[src/rtl/mem_wb_stage_pkg.sv]
// Shared definitions for the memory-access / write-back stage.
// Default widths and the memory handshake FSM encoding.
package mem_wb_stage_pkg;

    localparam int DW_DEF       = 32;
    localparam int RW_DEF       = 5;
    localparam int MAX_WAIT_DEF = 15;

    typedef enum logic {
        ST_IDLE = 1'b0,
        ST_WAIT = 1'b1
    } state_e;

endpackage

[src/rtl/mem_wb_reg.sv]
// MEM/WB pipeline register with load-enable and bubble insertion.
// wdo has its own enable so it holds across non-load instructions.
module mem_wb_reg #(
    parameter int DW = 32,
    parameter int RW = 5
) (
    input  logic          clk,
    input  logic          rst,
    input  logic          load_i,
    input  logic          bubble_i,
    input  logic          wdo_load_i,
    input  logic          wreg_i,
    input  logic          m2reg_i,
    input  logic [RW-1:0] rn_i,
    input  logic [DW-1:0] alu_i,
    input  logic [DW-1:0] wdo_i,
    output logic          wvalid_o,
    output logic          wwreg_o,
    output logic          wm2reg_o,
    output logic [RW-1:0] wrn_o,
    output logic [DW-1:0] walu_o,
    output logic [DW-1:0] wdo_o
);

    logic          valid_q, valid_d;
    logic          wreg_q, wreg_d;
    logic          m2reg_q, m2reg_d;
    logic [RW-1:0] rn_q, rn_d;
    logic [DW-1:0] alu_q, alu_d;
    logic [DW-1:0] wdo_q, wdo_d;

    always_comb begin
        valid_d = valid_q;
        wreg_d  = wreg_q;
        m2reg_d = m2reg_q;
        rn_d    = rn_q;
        alu_d   = alu_q;
        wdo_d   = wdo_q;
        if (bubble_i) begin
            valid_d = 1'b0;
            wreg_d  = 1'b0;
        end else if (load_i) begin
            valid_d = 1'b1;
            wreg_d  = wreg_i;
            m2reg_d = m2reg_i;
            rn_d    = rn_i;
            alu_d   = alu_i;
            if (wdo_load_i) begin
                wdo_d = wdo_i;
            end
        end
    end

    always_ff @(posedge clk or posedge rst) begin
        if (rst) begin
            valid_q <= 1'b0;
            wreg_q  <= 1'b0;
            m2reg_q <= 1'b0;
            rn_q    <= '0;
            alu_q   <= '0;
            wdo_q   <= '0;
        end else begin
            valid_q <= valid_d;
            wreg_q  <= wreg_d;
            m2reg_q <= m2reg_d;
            rn_q    <= rn_d;
            alu_q   <= alu_d;
            wdo_q   <= wdo_d;
        end
    end

    assign wvalid_o = valid_q;
    assign wwreg_o  = wreg_q;
    assign wm2reg_o = m2reg_q;
    assign wrn_o    = rn_q;
    assign walu_o   = alu_q;
    assign wdo_o    = wdo_q;

endmodule

[src/rtl/mem_wb_stage.sv]
// Memory-access controller (req/ack with timeout) feeding the
// MEM/WB pipeline register; stalls upstream during wait states.
module mem_wb_stage
    import mem_wb_stage_pkg::*;
#(
    parameter int DW       = DW_DEF,
    parameter int RW       = RW_DEF,
    parameter int MAX_WAIT = MAX_WAIT_DEF
) (
    input  logic          clk,
    input  logic          rst,
    input  logic          mvalid,
    input  logic          mwreg,
    input  logic          mm2reg,
    input  logic          mwmem,
    input  logic [RW-1:0] mrn,
    input  logic [DW-1:0] malu,
    input  logic [DW-1:0] mb,
    output logic          dm_req,
    output logic          dm_we,
    output logic [DW-1:0] dm_addr,
    output logic [DW-1:0] dm_wdata,
    input  logic [DW-1:0] dm_rdata,
    input  logic          dm_ack,
    output logic          stall,
    output logic          wvalid,
    output logic          wwreg,
    output logic          wm2reg,
    output logic [RW-1:0] wrn,
    output logic [DW-1:0] walu,
    output logic [DW-1:0] wdo,
    output logic          dm_err
);

    localparam int CW = $clog2(MAX_WAIT + 1);

    state_e        state_q, state_d;
    logic [CW-1:0] cnt_q, cnt_d;
    logic          err_q, err_d;
    logic [CW-1:0] elapsed;
    logic          access, in_wait, complete, abort;
    logic          is_load, wb_load;

    assign access  = mvalid & (mm2reg | mwmem);
    assign in_wait = (state_q == ST_WAIT);
    assign is_load = mm2reg & ~mwmem;

    assign dm_req   = ~rst & (in_wait | access);
    assign dm_we    = mwmem;
    assign dm_addr  = malu;
    assign dm_wdata = mb;

    // wait states already spent before this cycle's ack sample
    assign elapsed  = in_wait ? cnt_q + CW'(1) : '0;
    assign complete = dm_req & dm_ack;
    assign abort    = dm_req & ~dm_ack & (elapsed == CW'(MAX_WAIT - 1));
    assign stall    = dm_req & ~dm_ack & ~abort;
    assign wb_load  = mvalid & ~stall;
    assign err_d    = err_q | abort;

    always_comb begin
        state_d = state_q;
        cnt_d   = cnt_q;
        unique case (state_q)
            ST_IDLE: begin
                if (stall) begin
                    state_d = ST_WAIT;
                    cnt_d   = '0;
                end
            end
            ST_WAIT: begin
                if (complete | abort) begin
                    state_d = ST_IDLE;
                    cnt_d   = '0;
                end else begin
                    cnt_d = cnt_q + CW'(1);
                end
            end
            default: begin
                state_d = ST_IDLE;
                cnt_d   = '0;
            end
        endcase
    end

    always_ff @(posedge clk or posedge rst) begin
        if (rst) begin
            state_q <= ST_IDLE;
            cnt_q   <= '0;
            err_q   <= 1'b0;
        end else begin
            state_q <= state_d;
            cnt_q   <= cnt_d;
            err_q   <= err_d;
        end
    end

    assign dm_err = err_q;

    mem_wb_reg #(
        .DW(DW),
        .RW(RW)
    ) u_reg (
        .clk       (clk),
        .rst       (rst),
        .load_i    (wb_load),
        .bubble_i  (~wb_load),
        .wdo_load_i((complete & is_load) | abort),
        .wreg_i    (mwreg & ~mwmem & ~abort),
        .m2reg_i   (mm2reg),
        .rn_i      (mrn),
        .alu_i     (malu),
        .wdo_i     (abort ? '0 : dm_rdata),
        .wvalid_o  (wvalid),
        .wwreg_o   (wwreg),
        .wm2reg_o  (wm2reg),
        .wrn_o     (wrn),
        .walu_o    (walu),
        .wdo_o     (wdo)
    );

endmodule

[config.mk]
export PLATFORM = sky130hd
export DESIGN_NAME = mem_wb_stage
export DESIGN_NICKNAME = d
export VERILOG_FILES = /design/src/rtl/mem_wb_stage_pkg.sv /design/src/rtl/mem_wb_reg.sv /design/src/rtl/mem_wb_stage.sv
export SDC_FILE = /design/constraint.sdc
export NUM_CORES = 1
export LEC_CHECK = 0
export BUFFER_PORTS_ARGS = -buffer_cell sky130_fd_sc_hd__buf_2
export CELL_PAD_IN_SITES_DETAIL_PLACEMENT = 1
export CELL_PAD_IN_SITES_GLOBAL_PLACEMENT = 1
export CORE_MARGIN = 2
export CORE_UTILIZATION = 34
export CTS_BUF_LIST = sky130_fd_sc_hd__clkbuf_2 sky130_fd_sc_hd__clkbuf_4 sky130_fd_sc_hd__clkbuf_8
export CTS_CLUSTER_SIZE = 24
export DETAILED_ROUTE_END_ITERATION = 12
export PLACE_DENSITY = 0.84
export SLEW_MARGIN = 20
export SYNTH_ARGS = -nofsm -noshare
export SYNTH_HDL_FRONTEND = slang
export SYNTH_SLANG_ARGS = --single-unit
[constraint.sdc]
create_clock -name clk -period 3.4 [get_ports clk]
set_input_delay 0.17 -clock clk [delete_from_list [all_inputs] [get_ports clk]]
set_output_delay 0.17 -clock clk [all_outputs]
set_load 0.03 [all_outputs]
==> reports/qor.yml <==
outcome: "finished, final reports clean"
synth_cells: 337
report.final.slew_viol_count: 0
final_cell_mix: "buf_2, dfrtp_1, nand2_1, a22oi_1, o21ai_1"
cts_root_buffer: "clkbuf_8"
power.leakage_nw: 2.286
pwr-share-comb_pct: 25.7
slew_headroom_pct: 51.29
power_mw: 2.386
worst_ep_required_time_ns: 3.63
htreeDepth: 3
power_density_nw_per_um2: 522.1
cts_sinks: 78
synth_cell_types: 34
synth-seq-cells: 78
yosys-top-cells-area: "dfrtp_1, buf_4, mux2_1"
rsz0062_at_grt: "no"
fin_crit_ns: 2.196
critical_path_class: "reg2reg"
multiInputGateArea_um2: 1261
setup_ws_ns: 1.204
dpl_cell_area_um2: 4360
nets: 564
r2r_cells: 6
vias: 2976
grtUsageTotal_pct: 17.00
r2r_start: "cnt_q[0]"
synth_area_per_cell_um2: 11.22
hold_viol_final: 0
clkTransAtPathRegs_ns: 0.08
start_util_pct: 34.88
crit_path_end_kind: "register"
cts_buffer_depth: 2
fmaxAchievable_mhz: 455.3
route.detailed.wl_per_inst_um: 17.13
routed_wirelength_um: 10260
final_layout_size_suffix_gt1_share_pct: 47.93
diodes: 0
min_from: "dm_rdata[15]"
worst_pin_slew_ns: 0.7307
hold_slack_ns: 0.03561
core_um2: 10840
setup-violations-final: 0
gp_congestion: 0.7236
finalSetupTns_ns: 0
antenna_found_initial: 0
die_area_um2: 11980
hold_end: "u_reg.wdo_o[15]"
ant_nets: 0
grt_max_degree: 42
grt.overflow.total: 0
p_int_mw: 1.585
yosysSeqAreaShare_pct: 51.62
cts_made_buffers: 9
cp_max_fo: 39
clock_latency_ns: 0.36
synth_largest_area_cell: "dfrtp_1"
stdcell_area_um2: 4569
dpl_worst_slack_ns: 1.137
clkPwrFrac_pct: 28.8
hpwl_um: 7374
min_path_cells: 3
fill_cells: 1281
die_w_um: 109.5
drt_pass1_iterations: 4
grt_pass1_vias: 2981
r2r_setup_slack_ns: 1.20
worstHoldPathType: "in2reg"
drv_cap: 0
register_area_um2: 1952
start_kind: "register"
row_count: 38
ir_drop_mv: 0.2987
synth_top_area_share_pct: 51.62
syn_area_um2: 3781
seqPwrFrac_pct: 45.5
synthToLayoutAreaGrowth_pct: 20.85
ys_async_sr_fraction_pct: 100.0
ys.flop_type: "dfrtp_1"
ios: 248
synth.net_count: 446
dr.first_iter.drc_count: 121
finClkSkew_ns: 0.009038
rr_endpoint: "u_reg.walu_o[13]"
die_y_um: 109.5
portBuffers: 183
layout.cells.most_common: "buf_2"
p_sw_share_pct: 33.54
cts_tree: "done"
fin_crit_sh_pct: 64.60
crit_arrival_ns: 2.43
synth.yosys.warnings: 0
via_per_inst: 4.968
synth_edf_count: 0
route.detailed.drc: 0
grt_pass1_wl_um: 15500
switchingPower_uw: 800.3
[critical path: stages (launching register included)]
cell and delay, ns:
dfrtp_1 0.44, ha_1 0.33, and3_1 0.19, nand3_1 0.13
o22ai_4 0.11, buf_4 0.48, mux2_1 0.39
[kinds of logic (layout without fill, tap and decap cells)]
group           after synthesis  after routing  share of synthesized area, %
fa+ha+maj                     1              1                        0.3309
mux                          38             38                         12.21
simple gates                 49             49                         5.493
flops                        78             78                         51.62
buf+inv                      88            210                         15.78
compound gates               80             80                         13.87
xor+xnor                      3              3                        0.6950
[metrics by stage]
| stage | utilization, % | std cells |
|---|---|---|
| finish | 42.15 | 599 |
| global placement | 40.22 | 582 |
| detailed placement | 40.22 | 582 |
| global route | 42.15 | 599 |
| CTS | 42.14 | 599 |
| floorplan | - | 337 |
[cell usage after synthesis (2+ instances only)]
library cell	instances
mux2_1	29
nand2_1	37
buf_6	2
inv_1	4
nor3_1	3
xor2_1	3
buf_2	6
dfrtp_1	78
o22ai_1	2
nor2_1	3
o21ai_0	3
a21oi_1	2
buf_4	65
a22oi_1	32
nand3_1	2
o21ai_1	31
mux2_4	9
clkbuf_1	10
[worst max-delay path by stage]
stage                                  end  startpoint
after floorplan                   cnt_q[0]         rst
after global placement      u_reg.wdo_o[8]     in_wait
after detailed placement    u_reg.wdo_o[9]     in_wait
after CTS                  u_reg.wdo_o[21]     in_wait
after global routing      u_reg.walu_o[13]    cnt_q[0]
final                     u_reg.walu_o[13]    cnt_q[0]
[timing repair]
action	in CTS	in global routing
hold buffers	2	0
resized for setup	0	0
buffers inserted	0	0
hold endpoints to repair	30	0
[cell type report]
| cell class | instances | share of cell area [%] |
|---|---|---|
| Sequential cell | 78 | 42.72 |
| Multi-Input combinational cell | 171 | 27.60 |
| Inverter | 5 | 0.4381 |
| Tap cell | 140 | 3.834 |
| Timing Repair Buffer | 190 | 21.30 |
| Clock inverter | 5 | 1.095 |
| Clock buffer | 10 | 3.012 |
[registers in the layout, summed over array words and instances (netlist names)]
name and flops:
u_reg.wrn_o 5, u_reg.walu_o 32, cnt_q 4, dm_err 1, u_reg.wwreg_o 1, in_wait 1, u_reg.wm2reg_o 1, u_reg.wdo_o 32
u_reg.wvalid_o 1
[power groups by stage]
| stage | clock [mW] | combinational [mW] | sequential (mW) |
|---|---|---|---|
| finish | 0.686 | 0.613 | 1.09 |
| global route | 0.761 | 0.662 | 1.10 |
| CTS | 0.720 | 0.625 | 1.09 |
| detailed placement | 0 | 0.620 | 1.10 |
| global placement | 0 | 0.601 | 1.10 |
| floorplan | 0 | 0.349 | 1.25 |
[per-layer routing]
| layer | GRT usage [%] | vias to the layer above | part of all wire [%] |
|---|---|---|---|
| met5 | 0 | - | 0 |
| met4 | 4.702 | 0 | 1.3 |
| met3 | 6.639 | 21 | 7.9 |
| met2 | 29.67 | 130 | 51 |
| met1 | 19.31 | 1474 | 39 |
| li1 | - | 1351 | - |
(Power assumes the default switching activity.)
